$ cat src/rtl/key_conditioner.sv
// key_conditioner: turns a raw active-low pushbutton into a clean one-cycle
// pulse per accepted press, with optional auto-repeat while the key is held.
module key_conditioner #(
    parameter int DEBOUNCE_CYCLES = 500000,
    parameter int HOLD_CYCLES     = 25000000,
    parameter int REPEAT_CYCLES   = 5000000,
    parameter bit REPEAT_EN       = 1'b1
) (
    input  logic clk,
    input  logic reset_n,
    input  logic btn_n,
    output logic pulse,
    output logic level,
    output logic held
);

    localparam int MAX_DH     = (DEBOUNCE_CYCLES > HOLD_CYCLES) ? DEBOUNCE_CYCLES : HOLD_CYCLES;
    localparam int MAX_CYCLES = (MAX_DH > REPEAT_CYCLES) ? MAX_DH : REPEAT_CYCLES;
    localparam int CNT_W      = $clog2(MAX_CYCLES) + 1;

    localparam logic [CNT_W-1:0] DB_LAST   = CNT_W'(DEBOUNCE_CYCLES - 1);
    localparam logic [CNT_W-1:0] HOLD_LAST = CNT_W'(HOLD_CYCLES - 1);
    localparam logic [CNT_W-1:0] REP_LAST  = CNT_W'(REPEAT_CYCLES - 1);

    typedef enum logic [2:0] {
        IDLE,
        DB_PRESS,
        PRESSED,
        REPEAT,
        DB_RELEASE
    } state_t;

    state_t           state;
    state_t           state_next;
    logic [CNT_W-1:0] cnt;
    logic [CNT_W-1:0] cnt_next;
    logic             s1;
    logic             s2;
    logic             pulse_req;
    logic             level_next;
    logic             held_next;

    // Two-flop synchronizer; s2 is the only view of the key the FSM gets.
    always_ff @(posedge clk or negedge reset_n) begin
        if (!reset_n) begin
            s1 <= 1'b0;
            s2 <= 1'b0;
        end else begin
            s1 <= ~btn_n;
            s2 <= s1;
        end
    end

    // Masking with the current pulse keeps pulses one cycle apart even when
    // every interval is a single cycle.
    always_ff @(posedge clk or negedge reset_n) begin
        if (!reset_n) begin
            state <= IDLE;
            cnt   <= '0;
            pulse <= 1'b0;
            level <= 1'b0;
            held  <= 1'b0;
        end else begin
            state <= state_next;
            cnt   <= cnt_next;
            pulse <= pulse_req & ~pulse;
            level <= level_next;
            held  <= held_next;
        end
    end

    always_comb begin
        state_next = state;
        cnt_next   = cnt + CNT_W'(1);
        pulse_req  = 1'b0;

        case (state)
            IDLE: begin
                cnt_next = '0;
                if (s2) begin
                    state_next = DB_PRESS;
                end
            end

            DB_PRESS: begin
                if (!s2) begin
                    state_next = IDLE;
                    cnt_next   = '0;
                end else if (cnt == DB_LAST) begin
                    state_next = PRESSED;
                    cnt_next   = '0;
                    pulse_req  = 1'b1;
                end
            end

            // Without auto-repeat the hold timer parks at its last value.
            PRESSED: begin
                if (!s2) begin
                    state_next = DB_RELEASE;
                    cnt_next   = '0;
                end else if (cnt == HOLD_LAST) begin
                    if (REPEAT_EN) begin
                        state_next = REPEAT;
                        cnt_next   = '0;
                        pulse_req  = 1'b1;
                    end else begin
                        cnt_next = cnt;
                    end
                end
            end

            REPEAT: begin
                if (!s2) begin
                    state_next = DB_RELEASE;
                    cnt_next   = '0;
                end else if (cnt == REP_LAST) begin
                    cnt_next  = '0;
                    pulse_req = 1'b1;
                end
            end

            DB_RELEASE: begin
                if (s2) begin
                    state_next = PRESSED;
                    cnt_next   = '0;
                end else if (cnt == DB_LAST) begin
                    state_next = IDLE;
                    cnt_next   = '0;
                end
            end

            default: begin
                state_next = IDLE;
                cnt_next   = '0;
            end
        endcase

        level_next = (state_next == PRESSED) || (state_next == REPEAT) ||
                     (state_next == DB_RELEASE);
        held_next  = (state_next == REPEAT);
    end

endmodule

$ cat config.mk
export PLATFORM = sky130hd
export DESIGN_NAME = key_conditioner
export DESIGN_NICKNAME = d
export VERILOG_FILES = /design/src/rtl/key_conditioner.sv
export SDC_FILE = /design/constraint.sdc
export NUM_CORES = 1
export LEC_CHECK = 0
export CAP_MARGIN = 25
export CORE_UTILIZATION = 44
export CTS_CLUSTER_SIZE = 10
export DETAILED_ROUTE_END_ITERATION = 12
export PLACE_DENSITY = 0.57
export SYNTH_ARGS = -nofsm -noshare
export SYNTH_HDL_FRONTEND = slang
export SYNTH_SLANG_ARGS = --single-unit
$ cat constraint.sdc
create_clock -name clk -period 6.26 [get_ports clk]
set_input_delay 0.939 -clock clk [delete_from_list [all_inputs] [get_ports clk]]
set_output_delay 0.939 -clock clk [all_outputs]
set_load 0.01 [all_outputs]
; Yosys cells after proc, flatten, opt, wreduce, memory -nomap -nowiden
; Cells that the tools add are included.
[op_classes]
n_addsub = 1
n_eq_ne = 10
muxes = 24
bitwise = 3
reduce_logical = 3
[ops]
columns = cell, count
row1 = 2-to-1 mux 26 bit, 7
row2 = one-hot mux 26 bit (4 select lines), 1
row3 = "adder 26 x 1 -> 26 bit, second input constant", 1
row4 = "== test 26 x 19 -> 1 bit, second input constant", 1
row5 = "== test 26 x 23 -> 1 bit, second input constant", 1
row6 = "== test 26 x 25 -> 1 bit, second input constant", 1
row7 = 2-to-1 mux 3 bit, 8
row8 = one-hot mux 3 bit (5 select lines), 1
row9 = "== test 3 x 2 -> 1 bit, second input constant", 4
row10 = "== test 3 bit, second input constant", 2
row11 = 2-to-1 mux 1 bit, 6
row12 = "== test 3 x 1 -> 1 bit, second input constant", 1
row13 = zero test 3 bit, 1
row14 = one-hot mux 1 bit (3 select lines), 1
row15 = logical OR 1 bit, 2
row16 = NOT 1 bit, 2
row17 = bitwise AND 1 bit, 1
[word_totals]
regBits = 34
in_bits = 3
out_inout_bits = 3
wordCells = 48

; Longest topological paths before layout
; Gate-level depths: netlist of run 1.
[depth]
depth_word = 7
mapped_depth = 7
ltp_nobuf = 6

; Least setup slack after synthesis of run 1
; OpenSTA, ideal clock, no wires.
[synth_path]
path_type = reg2reg
startpoint = register cnt[21]
endpoint = register cnt[15]
setup_time_ps = 119
arrival_ps = 2113
t_required_ps = 6141
setup_slack_ps = 4028
path_stages_with_launch = 7
n_path_buf = 1
period_less_slack_ps = 2232
path_cell_list = dfrtp_1 > or4_4 > nand2b_4 > or4_4 > a32oi_4 > buf_6 > nor2_1
[synth_between]
elab_chain_len = 4
elab_cells_between_ends = 11
classes_between = eq/ne (3) / mux (8)
[synth_rtl]
columns = item, line_no
row1 = from (decl), 35  ; logic [CNT_W-1:0] cnt;
row2 = from (signal assigned), 65  ; cnt <= cnt_next;
row3 = == test 26 x 19 -> 1 bit (tied with other cells), "89, 126"
row4 = 2-to-1 mux 26 bit (on tied branches) (2 in a row), --
row5 = one-hot mux 26 bit (4 select lines) *, 77  ; case (state)
row6 = via cnt_next[15], 36  ; logic [CNT_W-1:0] cnt_next;
; The timed path passes the listed nets; every way through them passes the cells marked *.

; Worst setup path after layout of run 1
[layout_path]
startpoint = register cnt[21]
endpoint = register cnt[23]
[layout_between]
elab_chain_len = 4
elab_cells_between_ends = 12
classes_between = add/sub (1) / eq/ne (3) / mux (8)
[layout_rtl]
columns = item, line_no
row1 = adder 26 x 1 -> 26 bit (tied with other cells), 74  ; cnt_next = cnt + CNT_W'(1);
row2 = 2-to-1 mux 26 bit (on tied branches) (2 in a row), --
row3 = one-hot mux 26 bit (4 select lines) *, 77
row4 = via cnt_next[23], 36
; Marked as above.

==> flow_metrics.env, run 1 <==
export IMPL_diodes=0
export IMPL_synth_seq_cells=34
export IMPL_ant_nets=0
export IMPL_crit_path_end="cnt[23]"
export IMPL_dr_pass1_iters=5
export IMPL_postCtsSetupBuffers=0
export IMPL_ir_drop_v=0.0001291
export IMPL_min_period_ns=2.640
export IMPL_status="completed"
export IMPL_place_congestion=0.8292
export IMPL_setup_worst_path_start="cnt[21]"
export IMPL_rr_endpoint="cnt[23]"
export IMPL_synth_seq_area_share_pct=46.83
export IMPL_fmax_mhz=378.8
export IMPL_synth_avg_cell_area_um2=9.512
export IMPL_async_flop_share_pct=100.0
export IMPL_grt_overflow=0
export IMPL_start_util_pct=47.83
export IMPL_cts_hold_buf=0
export IMPL_area_delta_synth_final_pct=11.09
export IMPL_synthFlopType="dfrtp_1"
export IMPL_clock_sinks=34
export IMPL_r2r_slack_ns=3.62
export IMPL_worstHoldStart="s1"
export IMPL_cts_tree="built"
export IMPL_end_kind="flop"
export IMPL_worst_skew_pair_late_latency_ns=0.29
export IMPL_core_um2=3799
export IMPL_ios=6
export IMPL_fp_dieArea_um2=4390
export IMPL_power_total_w=0.0004395
export IMPL_startpoint_type="flop"
export IMPL_rows=22
export IMPL_via_per_inst=5.815
export IMPL_grt_setup_unrepaired="no"
export IMPL_drive_gt1_share_pct=8.000
export IMPL_drt_iter0_drc=139
export IMPL_cp_required_ns=6.40
export IMPL_track_usage_pct=20.64
export IMPL_die_x_um=66.26
export IMPL_cts_buffer_depth=2
export IMPL_placedCellCount=240
export IMPL_synth_distinct_cells=37
export IMPL_yosysWarnings=0
export IMPL_cp_max_fo=26
export IMPL_cts_buffers=5
export IMPL_fin_worst_skew_ns=0.004206
export IMPL_grt_pass1_vias=1447
export IMPL_finalHoldViolCount=0
export IMPL_syn_inst=191
export IMPL_portBuffers=5
export IMPL_power_per_cell_area_nw_per_um2=217.8
export IMPL_ff2ff_path_depth=5
export IMPL_finalSetupTns_ns=0
export IMPL_synthesis_nets=195
export IMPL_htreeDepth=2
export IMPL_dp_hpwl_um=2694
export IMPL_setup_worst_path_class="flop to flop"
export IMPL_netlist_area_um2=1817
export IMPL_nets=203
export IMPL_layout_cells_non_filler=248
export IMPL_grt_max_degree=35
export IMPL_r2r_start="cnt[21]"
export IMPL_final_max_slew_viol_count=0
export IMPL_die_h_um=66.26
export IMPL_synth_edff_count=0
export IMPL_cap_violations=0
export IMPL_layout_commonest_cell="dfrtp_1"
export IMPL_final_cell_mix="dfrtp_1, nor2_1, nand2_1"
export IMPL_fillers=349
export IMPL_grt_pass1_wl_um=6596
export IMPL_wire_per_inst_um=15.49
export IMPL_wirelength_um=3842
export IMPL_antenna_found_initial=0
export IMPL_path_clk_slew_ns=0.07
export IMPL_clockRootBuffer="clkbuf_8"
export IMPL_hold_class="flop to flop"
export IMPL_cts_resized=0
export IMPL_finalCritPeriodShare_pct=42.17
export IMPL_via_count=1442
export IMPL_cp_arrival_ns=2.78
export IMPL_setup_viol=0
export IMPL_drc=0
export IMPL_tightest_slew_ns=0.7895
export IMPL_cellLeakagePower_nw=0.7840
export IMPL_slew_headroom_pct=47.37
-- routing by layer --
| layer | global-route usage, % | vias to the layer above | routed length [µm] |
|---|---|---|---|
| met1 | 25.84 | 704 | 1817 |
| met3 | 5.345 | 11 | 146 |
| met5 | 0 | - | 0 |
| met2 | 32.53 | 32 | 1788 |
| met4 | 10.64 | 0 | 90 |
| li1 | - | 695 | - |
-- synthesized netlist by cell type, types with 3 or more instances --
cell type	n	area, µm²
dfrtp_1	34	850.8
nor2_1	29	108.9
nand2_1	17	63.81
nand3_1	12	60.06
xnor2_1	12	105.1
nor4_1	11	68.82
xor2_1	11	96.34
inv_1	7	26.28
nand4_1	7	43.79
nor3_1	6	30.03
a21oi_1	5	25.02
and4_1	5	43.79
clkbuf_1	4	15.01
and3_1	3	18.77
o21ai_0	3	15.01
-- worst min-delay path by stage --
stage               endpoint  slack, ns  cells past startpoint
floorplan                 s2       0.33                      0
global placement          s2       0.33                      0
detailed placement        s2       0.34                      0
CTS                       s2       0.36                      0
global route              s2       0.36                      0
finish                    s2       0.36                      0
-- report_power, final --
group          switching (W)  internal (W)
Combinational     0.00000921    0.00000397
Clock              0.0000846      0.000118
Sequential        0.00000226      0.000221
-- worst max-delay path: stages, from the launching register on --
cell and delay [ns]:
dfrtp_1 0.45, or4_4 0.57, nand2b_4 0.16, or4_4 0.54
a32oi_4 0.64, nor2_1 0.13
-- stage by stage --
stage               setup WS (ns)  utilization (%)  hold slack, ns  area (µm²)
finish                      3.620            53.13          0.3559        2018
global route                3.472            53.13          0.3621        2018
CTS                         3.602            53.13          0.3594        2018
detailed placement          3.623            50.13          0.3418        1904
global placement            3.659            50.13          0.3336        1904
floorplan                   4.028                -          0.3312        1817
-- final cells by class --
cell class                 count  area, µm²  area share [%]
multi-input combinational    144      902.1           44.70
inverter                       7      26.28           1.302
clock inverter                 3      45.04           2.232
tap                           48      60.06           2.976
clock buffer                   5      68.82           3.410
timing repair buffer           7      65.06           3.224
sequential                    34      850.8           42.16
-- flip-flops by register name (all words and copies together), names as in the netlist --
signal and cells:
held 1, cnt 26, state 3, level 1, s2 1, pulse 1
s1 1
-- cells by family (layout without fill, tap and decap cells) --
logic type,after synthesis,in the layout,synth area share [%]
and+or+nand+nor,105,105,31.54
adders and majority gates,1,1,0.6886
buffers and inverters,13,22,3.512
xor gates and xnor gates,23,23,11.09
DFF,34,34,46.83
AOI/OAI and AO/OA,15,15,6.337
Power figures use the tool's default switching activity.
==> run 2, diff against run 1 <==
- clock period: 6.26 -> 2.7 ns (I/O delays scaled with it)
==> run 2 against run 1 <==
Net effect: final cell count up 0.81%; setup slack worse by 3.3 ns; first-iteration DRC count up 39%; combinational power rose to 2.5 times the previous value; largest cell class unchanged.
==> flow_metrics.env, run 2 (same netlist as run 1, synthesis figures left out) <==
export IMPL_status="completed"
export IMPL_dp_hpwl_um=2764
export IMPL_area_delta_synth_final_pct=13.22
export IMPL_fp_dieArea_um2=4390
export IMPL_clock_sinks=34
export IMPL_tightest_slew_ns=0.4275
export IMPL_drive_gt1_share_pct=8.911
export IMPL_finalSetupTns_ns=0
export IMPL_cp_common_cell="or4_4"
export IMPL_core_um2=3799
export IMPL_worstHoldStart="s1"
export IMPL_regMostFlops="cnt"
export IMPL_start_util_pct=47.83
export IMPL_cp_cell_sequence="or4_4 -> nand2b_4 -> or4_4 -> a32oi_4 -> buf_4 -> nor2_1"
export IMPL_setup_worst_path_start="cnt[21]"
export IMPL_setup_worst_path_class="flop to flop"
export IMPL_switching_share_pct=19.80
export IMPL_pwr_share_comb_pct=3.0
export IMPL_wirelength_um=3931
export IMPL_p_int_w=0.0008936
export IMPL_switching_power_w=0.0002206
export IMPL_clockRootBuffer="clkbuf_8"
export IMPL_die_x_um=66.26
export IMPL_cts_buffer_depth=2
export IMPL_p_clk_share_pct=50.5
export IMPL_hold_class="flop to flop"
export IMPL_power_per_cell_area_nw_per_um2=541.7
export IMPL_cp_arrival_ns=2.51
export IMPL_final_cell_mix="dfrtp_1, nor2_1, nand2_1"
export IMPL_postCtsSetupBuffers=0
export IMPL_cp_max_fo=12
export IMPL_grt_setup_unrepaired="no"
export IMPL_cts_tree="built"
export IMPL_place_congestion=0.8807
export IMPL_largest_reg_flops=26
export IMPL_nets=205
export IMPL_ios=6
export IMPL_layout_commonest_cell="dfrtp_1"
export IMPL_min_period_ns=2.336
export IMPL_die_h_um=66.26
export IMPL_cp_slowest_cell="or4_4"
export IMPL_grt_max_degree=35
export IMPL_grt_pass1_vias=1430
export IMPL_cap_violations=0
export IMPL_worst_skew_pair_late_latency_ns=0.29
export IMPL_track_usage_pct=21.37
export IMPL_rows=22
export IMPL_final_max_slew_viol_count=0
export IMPL_diodes=0
export IMPL_fmax_mhz=428.1
export IMPL_cp_required_ns=2.88
export IMPL_cellLeakagePower_nw=0.8109
export IMPL_cts_buffers=5
export IMPL_path_clk_slew_ns=0.07
export IMPL_setup_viol=0
export IMPL_ant_nets=0
export IMPL_finalHoldViolCount=0
export IMPL_end_kind="flop"
export IMPL_grt_pass1_wl_um=6941
export IMPL_dr_pass1_iters=4
export IMPL_grt_overflow=0
export IMPL_cts_hold_buf=0
export IMPL_ir_drop_v=0.0003100
export IMPL_drt_iter0_drc=193
export IMPL_wire_per_inst_um=15.72
export IMPL_portBuffers=5
export IMPL_via_per_inst=5.788
export IMPL_cpPeakStageDelay_ns=0.57
export IMPL_largest_registers="cnt x26, state x3"
export IMPL_r2r_start="cnt[21]"
export IMPL_via_count=1447
export IMPL_finalCritPeriodShare_pct=86.51
export IMPL_startpoint_type="flop"
export IMPL_htreeDepth=2
export IMPL_post_route_util_pct=54.15
export IMPL_slew_headroom_pct=71.24
export IMPL_drc=0
export IMPL_fin_worst_skew_ns=0.002719
export IMPL_seq_power_share_pct=46.5
export IMPL_cts_resized=0
export IMPL_antenna_found_initial=0
[run 2: cell count changes in the layout (fill, tap and decap cells not counted), sizes merged]
| cell | delta |
|---|---|
| clkinv | +1 |
| bufinv | +1 |
| clkinvlp | -2 |
| buf | +2 |
[run 2: metal layers]
metal / routed length [µm] / vias to the layer above / GRT usage, %
met5: 0 / - / 0
met4: 61 / 0 / 8.245
met3: 145 / 6 / 5.000
met2: 1896 / 32 / 33.29
met1: 1827 / 708 / 28.56
li1: - / 701 / -
[run 2: worst paths after layout]
check / end / slack [ns] / cells after the start
worst max register to register: cnt[17] / 0.36 / 6
worst max-delay path: cnt[17] / 0.36 / 6
min in group asynchronous: cnt[16] / 0.52 / 2
worst min-delay path: s2 / 0.38 / 0
max in group asynchronous: state[0] / 1.88 / 2
worst min register to register: s2 / 0.38 / 0
[run 2: layout make-up]
cell class | count | area, µm²
Multi-Input combinational cell | 144 | 902.1
Sequential cell | 34 | 850.8
Fill cell | 345 | 1742
Inverter | 7 | 26.28
Clock inverter | 3 | 68.82
Timing Repair Buffer | 9 | 80.08
Clock buffer | 5 | 68.82
Tap cell | 48 | 60.06
[run 2: power by group through the flow]
| stage | registers, W | logic [W] | clock network (W) |
|---|---|---|---|
| global route | 0.000519 | 0.0000381 | 0.000590 |
| floorplan | 0.000525 | 0.0000186 | 0 |
| detailed placement | 0.000528 | 0.0000338 | 0 |
| global placement | 0.000527 | 0.0000332 | 0 |
| CTS | 0.000518 | 0.0000342 | 0.000569 |
| finish | 0.000518 | 0.0000330 | 0.000563 |
[run 2: through the flow]
step	cell area, µm²	hold slack (ns)	setup WS [ns]	instances	total power, W
floorplan	1817	0.1094	0.4683	191	0.0005439
global placement	1919	0.3319	0.4492	242	0.0005605
detailed placement	1919	0.3709	0.3955	242	0.0005621
CTS	2057	0.3879	0.3688	250	0.001121
global route	2057	0.3925	0.2568	250	0.001147
finish	2057	0.3805	0.3643	250	0.001114
[run 2: worst max-delay path: cells and delay by family (launching register included)]
| kind | cells | cell delay [ns] |
|---|---|---|
| simple gates | 4 | 1.35 |
| flops | 1 | 0.44 |
| buf+inv | 1 | 0.23 |
| compound gates | 1 | 0.18 |
